`src/rtl/xor_stream_cipher_if.sv`:
```
// Serial cipher bus: enable, serial load inputs and ciphertext/status outputs.
//   master : drives ena, iData_in, iKey_flag, iMsg_flag, iMode; observes outputs
//   slave  : the cipher; drives oData_out, oData_flag, oKey_valid, oBusy, oDone
interface xor_stream_cipher_if;
    logic ena;
    logic iData_in;
    logic iKey_flag;
    logic iMsg_flag;
    logic iMode;
    logic oData_out;
    logic oData_flag;
    logic oKey_valid;
    logic oBusy;
    logic oDone;

    modport master (
        output ena, iData_in, iKey_flag, iMsg_flag, iMode,
        input  oData_out, oData_flag, oKey_valid, oBusy, oDone
    );

    modport slave (
        input  ena, iData_in, iKey_flag, iMsg_flag, iMode,
        output oData_out, oData_flag, oKey_valid, oBusy, oDone
    );
endinterface

```
`src/rtl/xor_stream_cipher.sv`:
```
// Serial XOR stream cipher: deserialises key and message (MSB first), XORs the
// message block-wise with a repeating or rolling key, and serialises the
// ciphertext MSB first.
//   clk, rst : clock, asynchronous active-high reset
//   bus      : xor_stream_cipher_if.slave (enable, serial inputs, status outputs)
module xor_stream_cipher #(
    parameter int unsigned MSG_SIZE = 64,
    parameter int unsigned KEY_SIZE = 8
) (
    input  logic                 clk,
    input  logic                 rst,
    xor_stream_cipher_if.slave   bus
);

    localparam int unsigned NUM_BLK = MSG_SIZE / KEY_SIZE;
    localparam int unsigned KCW     = $clog2(KEY_SIZE + 1);
    localparam int unsigned MCW     = $clog2(MSG_SIZE + 1);
    localparam int unsigned BCW     = $clog2(NUM_BLK + 1);
    localparam int unsigned BITW    = $clog2(MSG_SIZE);

    localparam logic [KCW-1:0]  KEY_FULL = KCW'(KEY_SIZE);
    localparam logic [MCW-1:0]  MSG_FULL = MCW'(MSG_SIZE);
    localparam logic [BCW-1:0]  BLK_LAST = BCW'(NUM_BLK - 1);
    localparam logic [BITW-1:0] BIT_LAST = BITW'(MSG_SIZE - 1);

    typedef enum logic [1:0] {
        ST_IDLE    = 2'd0,
        ST_ENCRYPT = 2'd1,
        ST_SHIFT   = 2'd2,
        ST_DONE    = 2'd3
    } state_e;

    state_e              state_q;
    logic [KEY_SIZE-1:0] key_q;
    logic [KEY_SIZE-1:0] wkey_q;
    logic [MSG_SIZE-1:0] msg_q;
    logic [MSG_SIZE-1:0] ct_q;
    logic [KCW-1:0]      key_cnt_q;
    logic [MCW-1:0]      msg_cnt_q;
    logic [BCW-1:0]      blk_cnt_q;
    logic [BITW-1:0]     bit_cnt_q;
    logic                key_flag_q;
    logic                msg_flag_q;
    logic                mode_q;
    logic                data_out_q;
    logic                data_flag_q;
    logic                key_valid_q;
    logic                busy_q;
    logic                done_q;

    logic [KEY_SIZE-1:0] blk_ct;
    logic [MSG_SIZE-1:0] ct_d;

    // Current block's ciphertext and the ciphertext register with it appended
    always_comb begin
        blk_ct = msg_q[MSG_SIZE-1 -: KEY_SIZE] ^ wkey_q;
        ct_d   = (ct_q << KEY_SIZE) | MSG_SIZE'(blk_ct);
    end

    // Control FSM and datapath
    always_ff @(posedge clk or posedge rst) begin
        if (rst) begin
            state_q     <= ST_IDLE;
            key_q       <= '0;
            wkey_q      <= '0;
            msg_q       <= '0;
            ct_q        <= '0;
            key_cnt_q   <= '0;
            msg_cnt_q   <= '0;
            blk_cnt_q   <= '0;
            bit_cnt_q   <= '0;
            key_flag_q  <= 1'b0;
            msg_flag_q  <= 1'b0;
            mode_q      <= 1'b0;
            data_out_q  <= 1'b0;
            data_flag_q <= 1'b0;
            key_valid_q <= 1'b0;
            busy_q      <= 1'b0;
            done_q      <= 1'b0;
        end else if (bus.ena) begin
            case (state_q)
                ST_IDLE: begin
                    if (msg_cnt_q == MSG_FULL && key_cnt_q == KEY_FULL) begin
                        state_q   <= ST_ENCRYPT;
                        mode_q    <= bus.iMode;
                        wkey_q    <= key_q;
                        blk_cnt_q <= '0;
                        busy_q    <= 1'b1;
                    end else begin
                        key_flag_q <= bus.iKey_flag;
                        msg_flag_q <= bus.iMsg_flag;
                        // Key load has priority; a simultaneous message bit is dropped
                        if (bus.iKey_flag) begin
                            if (!key_flag_q) begin
                                key_q       <= {key_q[KEY_SIZE-2:0], bus.iData_in};
                                key_cnt_q   <= KCW'(1);
                                key_valid_q <= 1'b0;
                            end else if (key_cnt_q != KEY_FULL) begin
                                key_q       <= {key_q[KEY_SIZE-2:0], bus.iData_in};
                                key_cnt_q   <= key_cnt_q + KCW'(1);
                                key_valid_q <= (key_cnt_q == KEY_FULL - KCW'(1));
                            end
                        end else if (bus.iMsg_flag) begin
                            if (!msg_flag_q) begin
                                msg_q     <= {msg_q[MSG_SIZE-2:0], bus.iData_in};
                                msg_cnt_q <= MCW'(1);
                            end else if (msg_cnt_q != MSG_FULL) begin
                                msg_q     <= {msg_q[MSG_SIZE-2:0], bus.iData_in};
                                msg_cnt_q <= msg_cnt_q + MCW'(1);
                            end
                        end
                    end
                end

                ST_ENCRYPT: begin
                    ct_q      <= ct_d;
                    msg_q     <= msg_q << KEY_SIZE;
                    blk_cnt_q <= blk_cnt_q + BCW'(1);
                    if (mode_q) begin
                        wkey_q <= {wkey_q[KEY_SIZE-2:0], wkey_q[KEY_SIZE-1]};
                    end
                    // First ciphertext bit goes out together with the last block
                    if (blk_cnt_q == BLK_LAST) begin
                        state_q     <= ST_SHIFT;
                        bit_cnt_q   <= '0;
                        data_flag_q <= 1'b1;
                        data_out_q  <= ct_d[MSG_SIZE-1];
                    end
                end

                ST_SHIFT: begin
                    if (bit_cnt_q == BIT_LAST) begin
                        state_q     <= ST_DONE;
                        data_flag_q <= 1'b0;
                        data_out_q  <= 1'b0;
                        busy_q      <= 1'b0;
                        done_q      <= 1'b1;
                    end else begin
                        ct_q       <= ct_q << 1;
                        data_out_q <= ct_q[MSG_SIZE-2];
                        bit_cnt_q  <= bit_cnt_q + BITW'(1);
                    end
                end

                ST_DONE: begin
                    done_q    <= 1'b0;
                    msg_cnt_q <= '0;
                    state_q   <= ST_IDLE;
                end

                default: state_q <= ST_IDLE;
            endcase
        end
    end

    assign bus.oData_out  = data_out_q;
    assign bus.oData_flag = data_flag_q;
    assign bus.oKey_valid = key_valid_q;
    assign bus.oBusy      = busy_q;
    assign bus.oDone      = done_q;

endmodule

```
`src/flat_wrapper.sv`:
```
// flat-port wrapper written by rule: the top's interface ports become plain ports
module xor_stream_cipher_flat 
#(
    parameter int unsigned MSG_SIZE = 64,
    parameter int unsigned KEY_SIZE = 8
)
  (clk, rst, bus_ena, bus_iData_in, bus_iKey_flag, bus_iMsg_flag, bus_iMode, bus_oData_out, bus_oData_flag, bus_oKey_valid, bus_oBusy, bus_oDone);
  xor_stream_cipher_if bus_i ();
  input  logic clk;
  input  logic rst;
  input wire logic [$bits(bus_i.ena)-1:0] bus_ena;
  input wire logic [$bits(bus_i.iData_in)-1:0] bus_iData_in;
  input wire logic [$bits(bus_i.iKey_flag)-1:0] bus_iKey_flag;
  input wire logic [$bits(bus_i.iMsg_flag)-1:0] bus_iMsg_flag;
  input wire logic [$bits(bus_i.iMode)-1:0] bus_iMode;
  output wire logic [$bits(bus_i.oData_out)-1:0] bus_oData_out;
  output wire logic [$bits(bus_i.oData_flag)-1:0] bus_oData_flag;
  output wire logic [$bits(bus_i.oKey_valid)-1:0] bus_oKey_valid;
  output wire logic [$bits(bus_i.oBusy)-1:0] bus_oBusy;
  output wire logic [$bits(bus_i.oDone)-1:0] bus_oDone;
  assign bus_i.ena = bus_ena;
  assign bus_i.iData_in = bus_iData_in;
  assign bus_i.iKey_flag = bus_iKey_flag;
  assign bus_i.iMsg_flag = bus_iMsg_flag;
  assign bus_i.iMode = bus_iMode;
  assign bus_oData_out = bus_i.oData_out;
  assign bus_oData_flag = bus_i.oData_flag;
  assign bus_oKey_valid = bus_i.oKey_valid;
  assign bus_oBusy = bus_i.oBusy;
  assign bus_oDone = bus_i.oDone;
  xor_stream_cipher #(.MSG_SIZE(MSG_SIZE), .KEY_SIZE(KEY_SIZE)) u_core (.clk(clk), .rst(rst), .bus(bus_i));
endmodule
```
`config.mk`:
```
export PLATFORM = sky130hd
export DESIGN_NAME = xor_stream_cipher_flat
export DESIGN_NICKNAME = d
export VERILOG_FILES = /design/src/rtl/xor_stream_cipher_if.sv /design/src/rtl/xor_stream_cipher.sv /design/src/flat_wrapper.sv
export SDC_FILE = /design/constraint.sdc
export NUM_CORES = 1
export LEC_CHECK = 0
export CAP_MARGIN = 20
export CORE_MARGIN = 2
export CORE_UTILIZATION = 30
export CTS_BUF_LIST = sky130_fd_sc_hd__clkbuf_16
export DETAILED_ROUTE_END_ITERATION = 7
export REMOVE_ABC_BUFFERS = 1
export SLEW_MARGIN = 20
export SYNTH_ARGS = -nofsm -noshare
export SYNTH_HDL_FRONTEND = slang
export SYNTH_SLANG_ARGS = --single-unit
```
`constraint.sdc`:
```
create_clock -name clk -period 8.29 [get_ports clk]
set_input_delay 0.829 -clock clk [delete_from_list [all_inputs] [get_ports clk]]
set_output_delay 0.829 -clock clk [all_outputs]
set_load 0.1 [all_outputs]
```
==> impl_metrics.py, run 1 <==
metrics = {
    "run_status": {
        "status": "finished, final reports clean",
    },
    "logic_synthesis": {
        "netlist-cell-type-count": 47,
        "asyncSetResetFlopFracSynth_pct": 100,
        "syn_avg_cell_area_um2": 10.5,
        "yosysWarnings": 0,
        "post_syn_area_um2": 8490,
        "syn-instance-count": 807,
        "synth-seq-area-share_pct": 51.3,
        "number_of_enable_flip_flop_cells_after_synthesis": 0,
        "yosys_most_used_dff": "dfrtp_1",
        "synth-seq-cells": 174,
    },
    "timing": {
        "fmax_ghz": 0.329,
        "number_of_endpoints_failing_setup_at_the_final_stage": 0,
        "finalHoldViolations": 0,
        "setup_repair_after_global_routing_missed_its_margin": "no",
        "worst_slew_margin_rel_pct": 26.5,
        "timing.final.crit_share_pct": 36.6,
        "worst_hold_slack_ns": 0.482,
        "setup-tns-final_ns": 0,
        "setup_ws_ns": 5.25,
        "finalClockSkew_ns": 0.00756,
        "timing.final.max_slew_violations": 0,
        "timing_worst_slew_pin_value_ns": 1.10,
        "shortest_period_the_worst_path_allows_ns": 3.04,
    },
    "placed_design": {
        "dp_slack_ns": 4.87,
        "buffer_ports.inserted": 11,
        "dp_cells": 1146,
        "gp_routability_congestion": 0.740,
        "hpwl_mm": 9.49,
        "dpl-instance-area_um2": 8880,
    },
    "routing": {
        "initialDrtViolationCount": 547,
        "drt_first_pass_iters": 4,
        "via_count": 5680,
        "post_drt_antenna_nets": 0,
        "viasPerCell": 4.82,
        "wl_per_cell_um": 13.8,
        "remaining_drc_errors": 0,
        "drt-total-wl_mm": 16.3,
    },
    "global_routing": {
        "grt_max_degree": 127,
        "grt_pass1_vias": 5462,
        "wire_length_of_the_first_global_routing_pass_mm": 27.9,
        "antenna_violations_before_repair": 0,
        "globalRoute.totalOverflow": 0,
        "grt_use_total_pct": 11.5,
    },
    "die": {
        "top_level_ports": 12,
        "std_cell_rows": 61,
        "initial_util_pct": 30.5,
        "fp.dieArea_um2": 29700,
        "fp.coreArea_um2": 27900,
        "die_x_um": 172,
        "vertical_die_dimension_um": 172,
    },
    "clocking": {
        "cts_hold_buffers": 0,
        "cts_max_path_buffers": 2,
        "numCtsBuffers": 17,
        "cts-resized-gates": 0,
        "clock_sink_count": 174,
        "clkSlewWorstSetupHoldPaths_ns": 0.07,
        "tritoncts": "built",
        "cts.root.buffer_cell": "clkbuf_16",
        "clock_insertion_delay_worst_skew_ns": 0.43,
        "post-cts-setup-buffer-count": 0,
        "htreeDepth": 4,
    },
    "cells_and_area": {
        "finalCoreUtilization_pct": 34.1,
        "layout_common_cells": "dfrtp_1 (174), mux2i_1 (120), a21oi_1 (95), nand2_1 (87), o21ai_0 (73)",
        "antenna_cells": 0,
        "layoutNonFillerInstCount": 1178,
        "layout_commonest_cell": "dfrtp_1",
        "final_design_area_no_fill_um2": 9490,
        "final_layout_size_suffix_gt1_share_pct": 12.1,
        "nNetsFinal": 804,
        "area_delta_synth_final_pct": 11.7,
    },
    "worst_setup_path": {
        "timing.reg2reg.worst_path_depth": 6,
        "worstReg2RegEnd": "u_core.msg_q[58]",
        "critical_path.reg2reg.startpoint": "u_core.state_q[0]",
        "critPathRequiredTime_ns": 8.56,
        "critPathSlowestCell": "and2_4",
        "timing_worst_setup_path_type": "in2reg",
        "worst-r2r-setup-slack_ns": 5.29,
        "cp_cell_sequence": "clkdlybuf4s50_1 > nor2b_1 > a31o_2 > buf_4 > and2_4 > a21oi_1",
        "end_kind": "flip-flop",
        "crit_fanout": 58,
        "worstSetupStartpointType": "input pin",
        "worst_ep_arrival_time_ns": 3.31,
        "critPathMaxStageDelay_ns": 0.81,
    },
    "pwr": {
        "power_density_nw_per_um2": 380,
        "power.total_mw": 3.61,
        "power.static_leakage_nw": 3.85,
        "worst_ir_drop_on_vdd_uv": 202,
    },
    "run": {
        "cap_violations": 0,
    },
    "hold_path": {
        "holdPathEnd": "u_core.ct_q[59]",
        "hold_path.class": "reg2reg",
        "holdPathStages": 2,
        "hold_path_startpoint": "u_core.ct_q[59]",
    },
}
[power breakdown]
group / internal [mW] / total [mW] / switching [mW]
registers: 1.17 / 1.45 / 0.281
clock network: 0.479 / 0.835 / 0.355
logic: 0.559 / 1.32 / 0.763
[critical path: cells and delay by family]
family	cells	cell delay (ns)
compound gates	2	0.35
buf+inv	2	0.97
simple gates	2	1.09
[per-layer routing]
| layer | GRT usage, % | up-vias | part of all wire [%] |
|---|---|---|---|
| met5 | 0 | - | 0 |
| met4 | 2.63 | 0 | 0.85 |
| met3 | 2.61 | 14 | 2.4 |
| met1 | 16.8 | 2800 | 52 |
| li1 | - | 2823 | - |
| met2 | 17.1 | 43 | 45 |
[cell families (layout without fill, tap and decap cells)]
kind of cell / count (synthesis) / after routing / synth area share, %
AOI/OAI and AO/OA: 244 / 244 / 17.5
xor gates and xnor gates: 14 / 14 / 1.44
adders and majority gates: 10 / 10 / 1.47
buffers and inverters: 68 / 61 / 3.67
DFF: 174 / 174 / 51.3
muxes: 132 / 132 / 15.7
and+or+nand+nor: 165 / 165 / 8.86
[Yosys cell counts, types with 2 or more instances]
cell	instances	area share (%)
xnor2_1	11	1.1
o2bb2ai_1	3	0.31
a31oi_1	4	0.29
nand4_1	3	0.22
dfrtp_1	174	51
a22o_1	10	1.0
a31o_2	2	0.21
o41ai_1	2	0.21
buf_6	5	0.66
mux2i_1	120	14
ha_1	10	1.5
xor2_1	3	0.31
a21oi_2	40	4.1
nand3_1	12	0.71
and4b_1	2	0.24
buf_1	2	0.088
o21ai_0	73	4.3
buf_2	15	0.88
a21o_1	3	0.27
nor2b_1	8	0.59
nand4b_1	2	0.21
nor2_1	29	1.3
inv_1	12	0.53
a21oi_1	95	5.6
nand2b_1	3	0.22
and3_1	6	0.44
mux2_2	12	1.6
and2_1	2	0.15
clkbuf_1	34	1.5
nor3_1	7	0.41
nand2_1	87	3.8
[worst max path at each step]
stage	from	to	slack [ns]	cells past startpoint
global route	u_core.state_q[0]	u_core.bit_cnt_q[3]	5.10	8
CTS	u_core.state_q[0]	u_core.msg_q[50]	5.30	6
global placement	bus_iMsg_flag	u_core.msg_q[63]	4.87	6
detailed placement	bus_iMsg_flag	u_core.msg_q[50]	4.87	6
finish	bus_iMsg_flag	u_core.msg_q[58]	5.25	6
floorplan	u_core.state_q[1]	u_core.ct_q[0]	1.27	4
[area by class of cell]
class                   instances  area (um^2)
multi-input cells             565         3850
well taps                     378          473
clock buffers                  17          425
fillers                      2788        18400
inverters                      12         50.0
repair buffers                 17          150
flip-flops and latches        174         4350
clock inverters                15          185
[sequential cells by signal, indices dropped and copies added (netlist names), 2 cells and up]
| name | cells |
|---|---|
| u_core.bit_cnt_q | 6 |
| u_core.key_q | 8 |
| u_core.state_q | 2 |
| u_core.wkey_q | 8 |
| u_core.key_cnt_q | 4 |
| u_core.blk_cnt_q | 4 |
| u_core.msg_q | 64 |
| u_core.msg_cnt_q | 7 |
| u_core.ct_q | 63 |
(Power assumes the default switching activity.)
==> run 2, diff against run 1 <==
Clock period 8.29 ns to 2.6 ns, I/O delays scaled along.
==> run 2 against run 1 <==
Against the previous run:
- final area grew 2.5%
- clock-buffer cell count unchanged
- utilization grew 0.84 points
- clock power rose to 3.2 times the previous value
- sequential power rose to 3.2 times the previous value
- hold slack lost 0.26 ns
- global-route usage grew 0.44 points
- cell count increased by 1.4%
- sequential cell count unchanged
- routed wire length rose by 2.2%
- die area unchanged
- critical endpoint is now u_core.wkey_q[1]
- largest cell class unchanged
==> impl_metrics.py, run 2 (synthesized netlist as in run 1, its figures left out) <==
metrics = {
    "run_status": {
        "status": "finished, final reports clean",
    },
    "cells_and_area": {
        "layout.filler_cells": 2794,
        "layout_commonest_cell": "dfrtp_1",
        "layout_common_cells": "dfrtp_1 (174), mux2i_1 (120), a21oi_1 (95), nand2_1 (87), o21ai_0 (73)",
        "top_register": "u_core.msg_q",
        "final_layout_size_suffix_gt1_share_pct": 14.7,
        "largest_registers": "u_core.msg_q (64), u_core.ct_q (63)",
        "largest_register_ff_count": 64,
        "nNetsFinal": 821,
        "area_delta_synth_final_pct": 14.5,
        "layoutNonFillerInstCount": 1195,
        "antenna_cells": 0,
    },
    "worst_setup_path": {
        "worst_ep_arrival_time_ns": 2.62,
        "timing.reg2reg.worst_path_depth": 6,
        "critPathRequiredTime_ns": 2.86,
        "crit_cells": 6,
        "critPathMaxStageDelay_ns": 0.75,
        "critical_path.n_buffers_inverters": 1,
        "end_kind": "flip-flop",
        "timing_worst_setup_path_type": "reg2reg",
        "timing.critical_path.max_delay_family": "simple AND/OR/NAND/NOR gates",
        "worstSetupStartpointType": "flip-flop",
        "cp_cell_sequence": "inv_1 > ha_1 > nor2b_1 > a31oi_1 > nor2_1 > a21oi_1",
        "crit_fanout": 16,
        "critPathSlowestCell": "nor2_1",
    },
    "die": {
        "std_cell_rows": 61,
        "initial_util_pct": 30.5,
        "die_x_um": 172,
        "top_level_ports": 12,
        "fp.dieArea_um2": 29700,
        "vertical_die_dimension_um": 172,
        "fp.coreArea_um2": 27900,
    },
    "clocking": {
        "clock_insertion_delay_worst_skew_ns": 0.43,
        "cts_hold_buffers": 0,
        "cts.root.buffer_cell": "clkbuf_16",
        "cts-resized-gates": 0,
        "cts_max_path_buffers": 2,
        "clock_sink_count": 174,
        "tritoncts": "built",
        "post-cts-setup-buffer-count": 0,
        "htreeDepth": 4,
        "clkSlewWorstSetupHoldPaths_ns": 0.07,
        "numCtsBuffers": 17,
    },
    "routing": {
        "m1WireLength_mm": 8.32,
        "remaining_drc_errors": 0,
        "dr_wl_met3_um": 341,
        "viasPerCell": 4.84,
        "drt_first_pass_iters": 5,
        "via_count": 5782,
        "post_drt_antenna_nets": 0,
        "wl_per_cell_um": 13.9,
        "met2WireLength_mm": 7.81,
        "initialDrtViolationCount": 334,
        "drt-total-wl_mm": 16.6,
        "dr.max_layer_used": "met4",
    },
    "pwr": {
        "power_density_nw_per_um2": 1210,
        "power.total_mw": 11.7,
        "power.static_leakage_nw": 4.00,
        "worst_ir_drop_on_vdd_uv": 483,
    },
    "placed_design": {
        "gp_routability_congestion": 0.766,
        "dp_slack_ns": 0.268,
        "hpwl_mm": 10.5,
        "dp_cells": 1161,
        "buffer_ports.inserted": 11,
    },
    "timing": {
        "number_of_endpoints_failing_setup_at_the_final_stage": 0,
        "finalClockSkew_ns": 0.00915,
        "timing.final.max_slew_violations": 0,
        "worst_hold_slack_ns": 0.225,
        "setup_ws_ns": 0.243,
        "setup_repair_after_global_routing_missed_its_margin": "no",
        "shortest_period_the_worst_path_allows_ns": 2.36,
        "finalHoldViolations": 0,
        "timing.final.crit_share_pct": 90.7,
        "timing_worst_slew_pin_value_ns": 0.917,
        "fmax_ghz": 0.424,
        "worst_slew_margin_rel_pct": 38.6,
    },
    "global_routing": {
        "grt_use_total_pct": 11.9,
        "globalRoute.totalOverflow": 0,
        "wire_length_of_the_first_global_routing_pass_mm": 28.7,
        "grt_pass1_vias": 5782,
        "grt_max_degree": 68,
        "antenna_violations_before_repair": 0,
    },
    "hold_path": {
        "hold_path.class": "in2async",
    },
    "run": {
        "cap_violations": 0,
    },
}
run 2: cell count changes in the layout (fill, tap and decap cells not counted), sizes merged:
| cell | change |
|---|---|
| buf | +22 |
| bufinv | +1 |
| clkdlybuf4s50 | -5 |
| clkinv | +4 |
| clkinvlp | -2 |
| inv | -3 |
run 2: power breakdown:
| group | switching (mW) | internal [mW] | total [mW] |
|---|---|---|---|
| Combinational | 2.48 | 1.93 | 4.41 |
| Clock | 1.09 | 1.61 | 2.69 |
| Sequential | 0.906 | 3.72 | 4.63 |
run 2: stage by stage:
| step | area, um^2 | setup TNS [ns] | utilization (%) |
|---|---|---|---|
| after global placement | 9090 | 0 | 32.6 |
| after global routing | 9720 | 0 | 34.9 |
| final | 9720 | 0 | 34.9 |
| after floorplan | 8230 | -851.22 | - |
| after detailed placement | 9090 | 0 | 32.6 |
| after CTS | 9710 | 0 | 34.9 |
run 2: cell type report:
cell class,instances,area (um^2),area share (%)
inverter,12,50.0,0.515
clock inverter,15,194,1.99
clock buffer,17,425,4.38
timing repair buffer,34,375,3.86
tap,378,473,4.86
sequential,174,4350,44.8
multi-input combinational,565,3850,39.6
run 2: metal layers:
layer	vias up	GRT usage (%)
met5	-	0
met3	13	2.33
met1	2856	16.5
met2	51	18.7
li1	2862	-
met4	0	3.76
run 2: worst paths after layout:
path | startpoint | end | slack (ns)
max reg2reg | u_core.state_q[0] | u_core.wkey_q[1] | 0.24
min reg2reg | u_core.ct_q[58] | u_core.ct_q[58] | 0.48
max | u_core.state_q[0] | u_core.wkey_q[1] | 0.24
min | rst | u_core.ct_q[62] | 0.22
min in group clk | bus_ena | u_core.bus.oDone | 0.28
max in group asynchronous | rst | u_core.msg_cnt_q[2] | 1.73
==> run 3, diff against run 2 <==
Settings changed: RECOVER_POWER from default to 50.
Clock period 2.6 ns to 2.8 ns, I/O delays scaled along.
==> run 3 against run 2 <==
Against the previous run:
- the flow now finishes with violations (capacitance limit, slew limit)
- cell count decreased by 0.59%
- critical path depth grew 2
- final area fell by 1.4%
- die area unchanged
- total power down 8.8%
- via count fell by 1.8%
- clock skew is 0.00060 ns lower
- utilization down 0.49 points
- sequential cell count did not move
- register-to-register slack better by 0.31 ns
- critical path type unchanged
==> impl_metrics.py, run 3 (synthesized netlist as in run 1, its figures left out) <==
metrics = {
    "run_status": {
        "status": "complete, but fails checks",
        "violations": "capacitance limit, slew limit",
    },
    "timing": {
        "timing.final.crit_share_pct": 80.3,
        "finalClockSkew_ns": 0.00855,
        "setup-tns-final_ns": 0,
        "shortest_period_the_worst_path_allows_ns": 2.25,
        "setup_repair_after_global_routing_missed_its_margin": "no",
        "number_of_endpoints_failing_setup_at_the_final_stage": 0,
        "timing_worst_slew_pin_value_ns": 1.79,
        "fmax_ghz": 0.445,
        "timing.final.max_slew_violations": 44,
        "worst_slew_margin_rel_pct": -19.7,
        "finalHoldViolations": 0,
        "setup_ws_ns": 0.552,
    },
    "placed_design": {
        "dp_slack_ns": 0.570,
        "gp_routability_congestion": 0.758,
        "dp_cells": 1159,
        "hpwl_mm": 10.6,
        "buffer_ports.inserted": 11,
        "dpl-instance-area_um2": 9030,
    },
    "die": {
        "top_level_ports": 12,
        "vertical_die_dimension_um": 172,
        "fp.coreArea_um2": 27900,
        "initial_util_pct": 30.5,
        "fp.dieArea_um2": 29700,
        "die_x_um": 172,
        "std_cell_rows": 61,
    },
    "worst_setup_path": {
        "timing.critical_path.max_delay_family": "simple AND/OR/NAND/NOR gates",
        "critPathRequiredTime_ns": 3.10,
        "crit_fanout": 21,
        "cp_cell_sequence": "inv_1 > ha_1 > and3b_1 > o211ai_2 > a31o_2 > and2_4 > buf_4 > a21oi_1",
        "critical_path.n_buffers_inverters": 2,
        "end_kind": "flip-flop",
        "critPathMaxStageDelay_ns": 0.43,
        "critPathSlowestCell": "and2_4",
        "timing_worst_setup_path_type": "reg2reg",
        "worstSetupStartpointType": "flip-flop",
        "worst_ep_arrival_time_ns": 2.55,
    },
    "clocking": {
        "tritoncts": "built",
        "clock_insertion_delay_worst_skew_ns": 0.42,
        "htreeDepth": 4,
        "clock_sink_count": 174,
        "cts-resized-gates": 0,
        "numCtsBuffers": 17,
        "post-cts-setup-buffer-count": 0,
        "cts_hold_buffers": 0,
        "cts_max_path_buffers": 2,
        "clkSlewWorstSetupHoldPaths_ns": 0.06,
        "cts.root.buffer_cell": "clkbuf_16",
    },
    "cells_and_area": {
        "antenna_cells": 0,
        "top_register": "u_core.msg_q",
        "final_layout_size_suffix_gt1_share_pct": 13.1,
        "layout_common_cells": "dfrtp_1 (174), mux2i_1 (120), a21oi_1 (95), nand2_1 (87), o21ai_0 (73)",
        "final_design_area_no_fill_um2": 9590,
        "largest_registers": "u_core.msg_q (64), u_core.ct_q (63)",
        "area_delta_synth_final_pct": 12.9,
        "layout_commonest_cell": "dfrtp_1",
        "nNetsFinal": 817,
        "layoutNonFillerInstCount": 1188,
        "largest_register_ff_count": 64,
    },
    "pwr": {
        "power.combinational.fraction_pct": 37.4,
        "power.internal_mw": 6.64,
        "worst_ir_drop_on_vdd_uv": 427,
        "power_density_nw_per_um2": 1120,
        "power.switching_fraction_pct": 38.0,
        "power.static_leakage_nw": 3.95,
        "power.net_switching_mw": 4.07,
        "clockPowerShare_pct": 22.4,
        "p_seq_share_pct": 40.2,
    },
    "routing": {
        "drt-total-wl_mm": 16.5,
        "remaining_drc_errors": 0,
        "via_count": 5676,
        "wl_per_cell_um": 13.9,
        "initialDrtViolationCount": 397,
        "drt_first_pass_iters": 4,
        "post_drt_antenna_nets": 0,
        "viasPerCell": 4.78,
    },
    "global_routing": {
        "grt_max_degree": 127,
        "globalRoute.totalOverflow": 0,
        "grt_pass1_vias": 5658,
        "grt_use_total_pct": 11.6,
        "wire_length_of_the_first_global_routing_pass_mm": 28.3,
        "antenna_violations_before_repair": 0,
    },
    "hold_path": {
        "hold_path.class": "in2reg",
    },
    "run": {
        "cap_violations": 1,
    },
}
-- run 3: stage by stage --
step,hold slack [ns],power [mW],utilization [%]
2_1_floorplan,0.420,7.48,-
3_3_place_gp,0.465,8.32,32.4
3_5_place_dp,0.468,8.42,32.4
4_1_cts,0.266,10.8,34.5
5_1_grt,0.321,11.5,34.4
6_report,0.308,10.7,34.4
-- run 3: final timing paths --
check	from	endpoint	slack, ns	cells past startpoint
max in group asynchronous	rst	u_core.msg_q[44]	0.65	3
hold reg to reg	u_core.ct_q[60]	u_core.ct_q[60]	0.48	2
hold / removal	bus_ena	u_core.bus.oDone	0.31	3
setup reg to reg	u_core.key_cnt_q[0]	u_core.msg_q[55]	0.55	8
min in group asynchronous	rst	u_core.ct_q[60]	0.88	2
setup / recovery	u_core.key_cnt_q[0]	u_core.msg_q[55]	0.55	8
-- run 3: cell type report --
cell class,instances,area (um^2)
fill,2828,18300
sequential,174,4350
inverter,12,45.0
clock inverter,12,154
tap,378,473
timing repair buffer,30,285
clock buffer,17,425
multi-input combinational,565,3850
-- run 3: power groups by stage --
stage | combinational [mW] | clock, mW | sequential [mW]
2_1_floorplan | 3.33 | 0 | 4.15
3_3_place_gp | 3.99 | 0 | 4.33
3_5_place_dp | 4.07 | 0 | 4.35
4_1_cts | 4.08 | 2.45 | 4.31
5_1_grt | 4.51 | 2.55 | 4.44
6_report | 4.01 | 2.40 | 4.30
-- run 3: worst reg2reg max path, stage by stage, from the launching register on --
cell      delay [ns]
dfrtp_1         0.38
inv_1           0.07
ha_1            0.20
and3b_1         0.21
o211ai_2        0.19
a31o_2          0.33
and2_4          0.43
buf_4           0.25
a21oi_1         0.07
-- run 3: per-layer routing --
metal  global-route usage [%]  vias up  wire [um]
met3                     2.36       11        328
li1                         -     2849          -
met5                        0        -          0
met4                     2.63        0        113
met1                     16.7     2773       8470
met2                     18.2       43       7560
